===== src/rtl/vote_pkg.sv =====
// vote_pkg: shared types and sizes for the ballot collection path
package vote_pkg;
  localparam int N_VOTERS = 4;
  localparam int VOTE_ID_W = 2;
  typedef enum logic [1:0] {IDLE, COLLECT, PRESENT} collect_state_t;
  typedef logic [N_VOTERS-1:0] ballot_t;
endpackage


===== src/rtl/ballot_collector_if.sv =====
// ballot_collector_if: vote handshake, ballot presentation and status signals
interface ballot_collector_if;
  import vote_pkg::*;
  logic start;
  logic vote_valid;
  logic [VOTE_ID_W-1:0] vote_id;
  logic vote_val;
  logic vote_ready;
  ballot_t ballot;
  logic ballot_valid;
  logic ballot_ack;
  logic timed_out;
  logic dup_err;
  logic busy;
  modport master (
    output start, vote_valid, vote_id, vote_val, ballot_ack,
    input vote_ready, ballot, ballot_valid, timed_out, dup_err, busy
  );
  modport slave (
    input start, vote_valid, vote_id, vote_val, ballot_ack,
    output vote_ready, ballot, ballot_valid, timed_out, dup_err, busy
  );
endinterface


===== src/rtl/ballot_collector_round_timer.sv =====
// round_timer: counts COLLECT cycles and flags the last permitted one
module round_timer #(
  parameter int TIMEOUT_CYCLES = 16
) (
  input  logic clk,
  input  logic rst,
  input  logic clear,
  input  logic enable,
  output logic expire
);
  localparam int W = $clog2(TIMEOUT_CYCLES);
  logic [W-1:0] count;
  always_ff @(posedge clk or posedge rst)
    if (rst) count <= '0;
    else if (clear) count <= '0;
    else if (enable) count <= count + 1'b1;
  assign expire = count == W'(TIMEOUT_CYCLES - 1);
endmodule


===== src/rtl/ballot_collector.sv =====
// ballot_collector: gathers one vote per voter per round and presents the ballot until acked
module ballot_collector
  import vote_pkg::*;
#(
  parameter int TIMEOUT_CYCLES = 16
) (
  input logic clk,
  input logic rst,
  ballot_collector_if.slave bus
);
  collect_state_t state, state_nx;
  ballot_t cast_mask, ballot_r, new_mask;
  logic timed_out_r, dup_err_r, accept, fresh, complete, expire, open_round;
  assign open_round = state == IDLE && bus.start;
  assign accept = state == COLLECT && bus.vote_valid;
  assign fresh = accept && !cast_mask[bus.vote_id];
  assign new_mask = cast_mask | (fresh ? ballot_t'(1) << bus.vote_id : '0);
  // the final vote wins over a simultaneous timer expiry
  assign complete = fresh && new_mask == '1;
  round_timer #(.TIMEOUT_CYCLES(TIMEOUT_CYCLES)) u_timer (
    .clk(clk), .rst(rst), .clear(open_round), .enable(state == COLLECT), .expire(expire)
  );
  always_ff @(posedge clk or posedge rst)
    if (rst) state <= IDLE;
    else state <= state_nx;
  always_comb begin
    state_nx = state == IDLE    ? (bus.start ? COLLECT : IDLE) :
               state == COLLECT ? (complete || expire ? PRESENT : COLLECT) :
                                  (bus.ballot_ack ? IDLE : PRESENT);
  end
  always_ff @(posedge clk or posedge rst)
    if (rst) begin
      cast_mask <= '0;
      ballot_r <= '0;
      timed_out_r <= 1'b0;
      dup_err_r <= 1'b0;
    end else begin
      dup_err_r <= accept && cast_mask[bus.vote_id];
      if (open_round) begin
        cast_mask <= '0;
        ballot_r <= '0;
        timed_out_r <= 1'b0;
      end
      if (fresh) begin
        cast_mask <= new_mask;
        ballot_r[bus.vote_id] <= bus.vote_val;
      end
      if (state == COLLECT && expire && !complete) timed_out_r <= 1'b1;
    end
  assign bus.vote_ready = state == COLLECT;
  assign bus.ballot_valid = state == PRESENT;
  assign bus.busy = state != IDLE;
  assign bus.ballot = ballot_r;
  assign bus.timed_out = timed_out_r;
  assign bus.dup_err = dup_err_r;
endmodule


===== src/flat_wrapper.sv =====
// flat-port wrapper written by rule: the top's interface ports become plain ports
module ballot_collector_flat import vote_pkg::*;
#(
  parameter int TIMEOUT_CYCLES = 16
)
  (clk, rst, bus_start, bus_vote_valid, bus_vote_id, bus_vote_val, bus_ballot_ack, bus_vote_ready, bus_ballot, bus_ballot_valid, bus_timed_out, bus_dup_err, bus_busy);
  ballot_collector_if bus_i ();
  input logic clk;
  input logic rst;
  input wire logic [$bits(bus_i.start)-1:0] bus_start;
  input wire logic [$bits(bus_i.vote_valid)-1:0] bus_vote_valid;
  input wire logic [$bits(bus_i.vote_id)-1:0] bus_vote_id;
  input wire logic [$bits(bus_i.vote_val)-1:0] bus_vote_val;
  input wire logic [$bits(bus_i.ballot_ack)-1:0] bus_ballot_ack;
  output wire logic [$bits(bus_i.vote_ready)-1:0] bus_vote_ready;
  output wire logic [$bits(bus_i.ballot)-1:0] bus_ballot;
  output wire logic [$bits(bus_i.ballot_valid)-1:0] bus_ballot_valid;
  output wire logic [$bits(bus_i.timed_out)-1:0] bus_timed_out;
  output wire logic [$bits(bus_i.dup_err)-1:0] bus_dup_err;
  output wire logic [$bits(bus_i.busy)-1:0] bus_busy;
  assign bus_i.start = bus_start;
  assign bus_i.vote_valid = bus_vote_valid;
  assign bus_i.vote_id = bus_vote_id;
  assign bus_i.vote_val = bus_vote_val;
  assign bus_i.ballot_ack = bus_ballot_ack;
  assign bus_vote_ready = bus_i.vote_ready;
  assign bus_ballot = bus_i.ballot;
  assign bus_ballot_valid = bus_i.ballot_valid;
  assign bus_timed_out = bus_i.timed_out;
  assign bus_dup_err = bus_i.dup_err;
  assign bus_busy = bus_i.busy;
  ballot_collector #(.TIMEOUT_CYCLES(TIMEOUT_CYCLES)) u_core (.clk(clk), .rst(rst), .bus(bus_i));
endmodule

===== config.mk =====
export PLATFORM = sky130hd
export DESIGN_NAME = ballot_collector_flat
export DESIGN_NICKNAME = d
export VERILOG_FILES = /design/src/rtl/vote_pkg.sv /design/src/rtl/ballot_collector_if.sv /design/src/rtl/ballot_collector_round_timer.sv /design/src/rtl/ballot_collector.sv /design/src/flat_wrapper.sv
export SDC_FILE = /design/constraint.sdc
export NUM_CORES = 1
export LEC_CHECK = 0
export ABC_AREA = 1
export CAP_MARGIN = 5
export CORE_MARGIN = 2
export CORE_UTILIZATION = 48
export CTS_CLUSTER_SIZE = 40
export DETAILED_ROUTE_END_ITERATION = 8
export HOLD_SLACK_MARGIN = 0.02
export PLACE_DENSITY = 0.82
export SYNTH_ARGS = -nofsm -noshare
export SYNTH_HDL_FRONTEND = slang
export SYNTH_SLANG_ARGS = --single-unit

===== constraint.sdc =====
create_clock -name clk -period 1.54 [get_ports clk]
set_clock_uncertainty 0.05 [all_clocks]
set_input_delay 0.231 -clock clk [delete_from_list [all_inputs] [get_ports clk]]
set_output_delay 0.231 -clock clk [all_outputs]
set_load 0.05 [all_outputs]

* Yosys cells after proc, flatten, opt, wreduce, memory -nomap -nowiden
Index checks and enable logic that the tools add are counted.
** Word-level totals
- Register bits after elaboration :: 16
- Input bits :: 8
- Memories :: 0
- Output and inout port bits :: 9
- Bits in latches :: 0
- Bits in writable memories :: 0
- Word-level logic and storage cells :: 50
- ROM bits :: 0
** Cells by class
- Equality and inequality tests :: 4
- Multiplexer cells :: 19
- Add/sub/neg operators :: 1
- Bitwise operators :: 1
- Reduce and logical (&&, ||, !) cells :: 16
- $mul :: 0
- $lt $le $gt $ge :: 2
- Shift-type cells :: 1
- Divide/modulo/power cells :: 0
** Operator list (number)
- $mux 4 :: 7
- $eq 4x4->1 const B :: 2
- $logic_and 1x1->1 :: 8
- $mux 2 :: 4
- $reduce_bool 2->1 :: 4
- $mux 1 :: 5
- $add 4x1->4 const B :: 1
- $bwmux 4 :: 1
- $or 4x4->4 :: 1
- $shl 1x2->4 const A :: 1
- $lt 2x3->1 const B :: 1
- $bmux 1 s2 :: 1
- $demux 1 s2 :: 1
- $eq 2x1->1 const B :: 1
- $eq 2x2->1 const B :: 1
- $ge 2x1->1 const B :: 1
- $logic_not 1->1 :: 2
- $logic_not 2->1 :: 1
- $logic_or 1x1->1 :: 1

* Longest topological paths before layout
- Depth in word-level cells :: 12
- Depth in mapped cells :: 9

* Cells and area by module
From an unflattened synthesis, not the netlist that was laid out.
** Unflattened totals
- Cells, all modules :: 105
- Area total of the unflattened synthesis :: 837.1 µm²
** Modules (own cells, without submodules)
- ballot_collector :: seq. area each 300.3 µm², instances 1, cells an instance 78, area each 621.8 µm²
- round_timer :: seq. area each 100.1 µm², instances 1, cells an instance 27, area each 215.2 µm²

* Worst setup path before layout
OpenSTA, ideal clock, no wires.
- Path kind :: flip-flop to flip-flop
- Start point :: reg u_core.state[1]
- End point :: reg u_core.u_timer.count[3]
- Buffers on the path :: 0
- Setup time :: 0.120 ns
- Period minus slack after synthesis :: 1.494 ns
- Slack :: 0.046 ns
- Stages on the path, launching flop included :: 7
- Arrival time :: 1.325 ns
- Path through :: dfrtp_1 -> inv_2 -> nand2_1 -> inv_1 -> nand4_1 -> o21ai_0 -> inv_1
** Between the ends
- Elaborated cells on any way between the ends :: 5
- Classes of those cells :: 1 x eq/ne; 1 x mux; 3 x reduce/logical
** RTL lines
- start: declaration :: line ballot_collector.sv:11 : collect_state_t state, state_nx;
- start signal: assignment :: line ballot_collector.sv:25 : else state <= state_nx;
- $eq 2x1->1
- named net bus_vote_ready :: line flat_wrapper.sv:15 : output wire logic [$bits(bus_i.vote_ready)-1:0] bus_vote_ready;
- $reduce_bool 2->1 (no line)
- end signal: assignment :: line ballot_collector_round_timer.sv:16 : else if (enable) count <= count + 1'b1;
- end: declaration :: line ballot_collector_round_timer.sv:12 : logic [W-1:0] count;
The timed path passes the listed nets, and every way through them passes these cells.
A chain may end at the register's enable or synchronous reset.

* Worst setup path in the final report
- Start point :: reg u_core.state[1]
- End point :: out bus_ballot_valid
** Between the ends
- Longest elaborated chain between the ends :: 1
** Ends and longest elaborated chain
- $eq 2x2->1 :: line ballot_collector.sv:51 : assign bus.ballot_valid = state == PRESENT;
- end: declaration :: line flat_wrapper.sv:17 : output wire logic [$bits(bus_i.ballot_valid)-1:0] bus_ballot_valid;
Every way passes these cells.

==> results.cfg <==
[synthesis]
synth_nets = 105
synth_cells = 96
yosysUniqueCellTypes = 18
synth_warnings = 0
yosysSeqAreaShare_pct = 50.1
synth.cell_area_um2 = 800
post_synth.cell_area_avg_um2 = 8.33
yosys_register_bits = 16

[min_path]
hp-class = in -> async

[place]
place_hpwl_mm = 1.47
place_congestion = 0.872
portBuffers = 16
place_ws_ps = -335

[timing]
fin_ws_ps = 71.2
timing.fmax_mhz = 681
setup_viol = 0
min_period_ps = 1470
rsz0062_at_grt = no
fin_crit_sh_pct = 95.4
slew_viol_final = 0
tightestPinTransition_ps = 241
relSlewSlack_pct = 83.8
hold_viol = 0

[die]
core_um2 = 1540
die_height_um = 44.8
fp.dieW_um = 44.8
boundaryPins = 17
die_area_um2 = 2010
start_util_pct = 51.9
num_rows = 14

[setup_path]
crit_type = reg -> out
setup.worst_path.start_class = flip-flop
worstPathCellList = inv_2, buf_12, nor2_1, buf_12
cp.required_ps = 1260
cp.arrival_ps = 1190
cp_num_buf_inv = 3
crit_fanout = 5
endpoint_kind = output port
crit_family = flip-flops
crit_top_cell = buf_12
critPathSlowestCell = dfrtp_1
max_stage_delay_ps = 360

[grt]
grt_pass1_wl_mm = 3.13
grt_max_degree = 17
track_usage_pct = 22.3
busiest_layer = met2
grt_pass1_vias = 702
use_met1_pct = 28.7
grt_overflow = 0
met2_usage_pct = 35.9
antenna_found_initial = 0
grtUsageMet3_pct = 4.00

[pwr]
p_leak_nw = 0.619
max-vdd-ir-drop_mv = 1.50
p_per_area_nw_per_um2 = 1920

[clocking]
clkTransAtPathRegs_ps = 100
cts_tree = yes
cts_max_path_buffers = 2
htree_levels = 1
cts.sinks = 16
clock-root-buffer = clkbuf_4
insertion_delay_ps = 300
numCtsBuffers = 3

[final_layout]
nNetsFinal = 137
finish.utilization_pct = 76.9
diodes = 0
synthToLayoutAreaGrowth_pct = 48.4
layout-drive-gt1-share_pct = 28.3

[outcome]
outcome = finished clean

[drt]
drc_errors = 0
drt_wl_total_mm = 2.11
drt-vias-per-instance = 5.65
wire_per_inst_um = 14.7
firstDrtPassIters = 4
ant_nets = 0
drt_iter0_markers = 9
num_vias = 808

[run]
max-cap-violations = 0
-- state kept, by name, indices dropped and copies added (netlist names) --
name	count
u_core.u_timer.count	4
u_core.cast_mask	4
u_core.bus.dup_err	1
u_core.bus.ballot	4
u_core.bus.timed_out	1
u_core.state	2
-- worst reg2reg max path: stages (launching register included) --
cell     delay [ps]
dfrtp_1         390
inv_2           100
nand2_4          90
nor2_4          160
nand3_1         160
nand2_1         110
nand4_2         140
nand2_1         100
nand2_1          60
-- synth_stat cells, drive strengths merged --
cell | number | area [µm²]
o21ai | 9 | 45.0
nand2 | 20 | 80.1
inv | 19 | 71.3
dfrtp | 16 | 400
ha | 1 | 12.5
nand4 | 2 | 18.8
a32o | 1 | 10.0
o21a | 1 | 7.51
nor3 | 1 | 5.00
nor2 | 9 | 48.8
nand3 | 12 | 60.1
a21oi | 5 | 40.0
-- cell usage in the layout (no fill, tap or decap), types with 2 or more instances in the layout --
cell type,count
nand2_1,17
inv_1,16
dfrtp_1,16
buf_4,12
nand3_1,11
o21ai_0,9
buf_12,8
nor2_1,7
clkdlybuf4s50_1,5
inv_2,3
a21oi_1,3
clkbuf_4,3
nand2_2,2
nor2_4,2
dlygate4sd2_1,2
-- routing by layer --
| layer | wire length, µm | up-vias | part of all wire, % |
|---|---|---|---|
| li1 | - | 370 | - |
| met1 | 840 | 383 | 40 |
| met2 | 1030 | 47 | 49 |
| met3 | 164 | 8 | 7.8 |
| met4 | 73 | 0 | 3.5 |
| met5 | 0 | - | 0 |
-- stage by stage --
| step | power, mW | hold slack [ps] | TNS [ps] | cells | area (µm²) |
|---|---|---|---|---|---|
| floorplan | 1.34 | 94.7 | 0 | 96 | 800 |
| global placement | 1.83 | 418 | -1610 | 138 | 1120 |
| detailed placement | 1.88 | 442 | -2380 | 138 | 1120 |
| global route | 2.38 | 201 | 0 | 143 | 1190 |
| finish | 2.27 | 166 | 0 | 143 | 1190 |
| CTS | 2.17 | 188 | 0 | 142 | 1160 |
-- logic make-up after synthesis --
family | Yosys count | share of synthesized area (%)
AOI/OAI and AO/OA | 16 | 12.8
DFF | 16 | 50.1
and+or+nand+nor | 44 | 26.6
buffers and inverters | 19 | 8.92
adders and majority gates | 1 | 1.56
-- report_power, final --
group | total (mW) | internal, mW | leakage [nW] | switching (mW)
clock | 0.287 | 0.145 | 0.0210 | 0.142
sequential | 0.705 | 0.566 | 0.213 | 0.139
combinational | 1.28 | 0.553 | 0.384 | 0.729
total | 2.27 | 1.26 | 0.619 | 1.01
-- final timing paths --
check                      cells past startpoint  slack [ps]                                  end                        startpoint
setup reg to reg                               8          80     u_core.bus.timed_out$_DFFE_PP0P_         u_core.state[1]$_DFF_PP0_
hold reg to reg                                2         450     u_core.bus.timed_out$_DFFE_PP0P_  u_core.bus.timed_out$_DFFE_PP0P_
max in group asynchronous                      3        1090       u_core.bus.ballot[0]$_DFF_PP0_                               rst
min in group clk                               2         450     u_core.bus.timed_out$_DFFE_PP0P_  u_core.bus.timed_out$_DFFE_PP0P_
setup / recovery                               4          70                     bus_ballot_valid         u_core.state[1]$_DFF_PP0_
hold / removal                                 3         170  u_core.u_timer.count[0]$_DFFE_PP0P_                               rst
-- what timing repair did --
action                                  in CTS  in global routing
hold buffers                                 0                  0
pin swaps                                    0                  1
buffers inserted                             0                  1
endpoints found under the setup margin       3                  3
resized for setup                            4                  2
gates cloned                                 0                  0
-- layout make-up --
cell class / count / area, µm²
fill: 106 / 355
clock buffer: 4 / 36.3
sequential: 16 / 400
tap: 16 / 20.0
timing repair buffer: 27 / 318
multi-input combinational: 61 / 340
inverter: 19 / 71.3
Note: power is estimated with default switching activity, not from simulation.
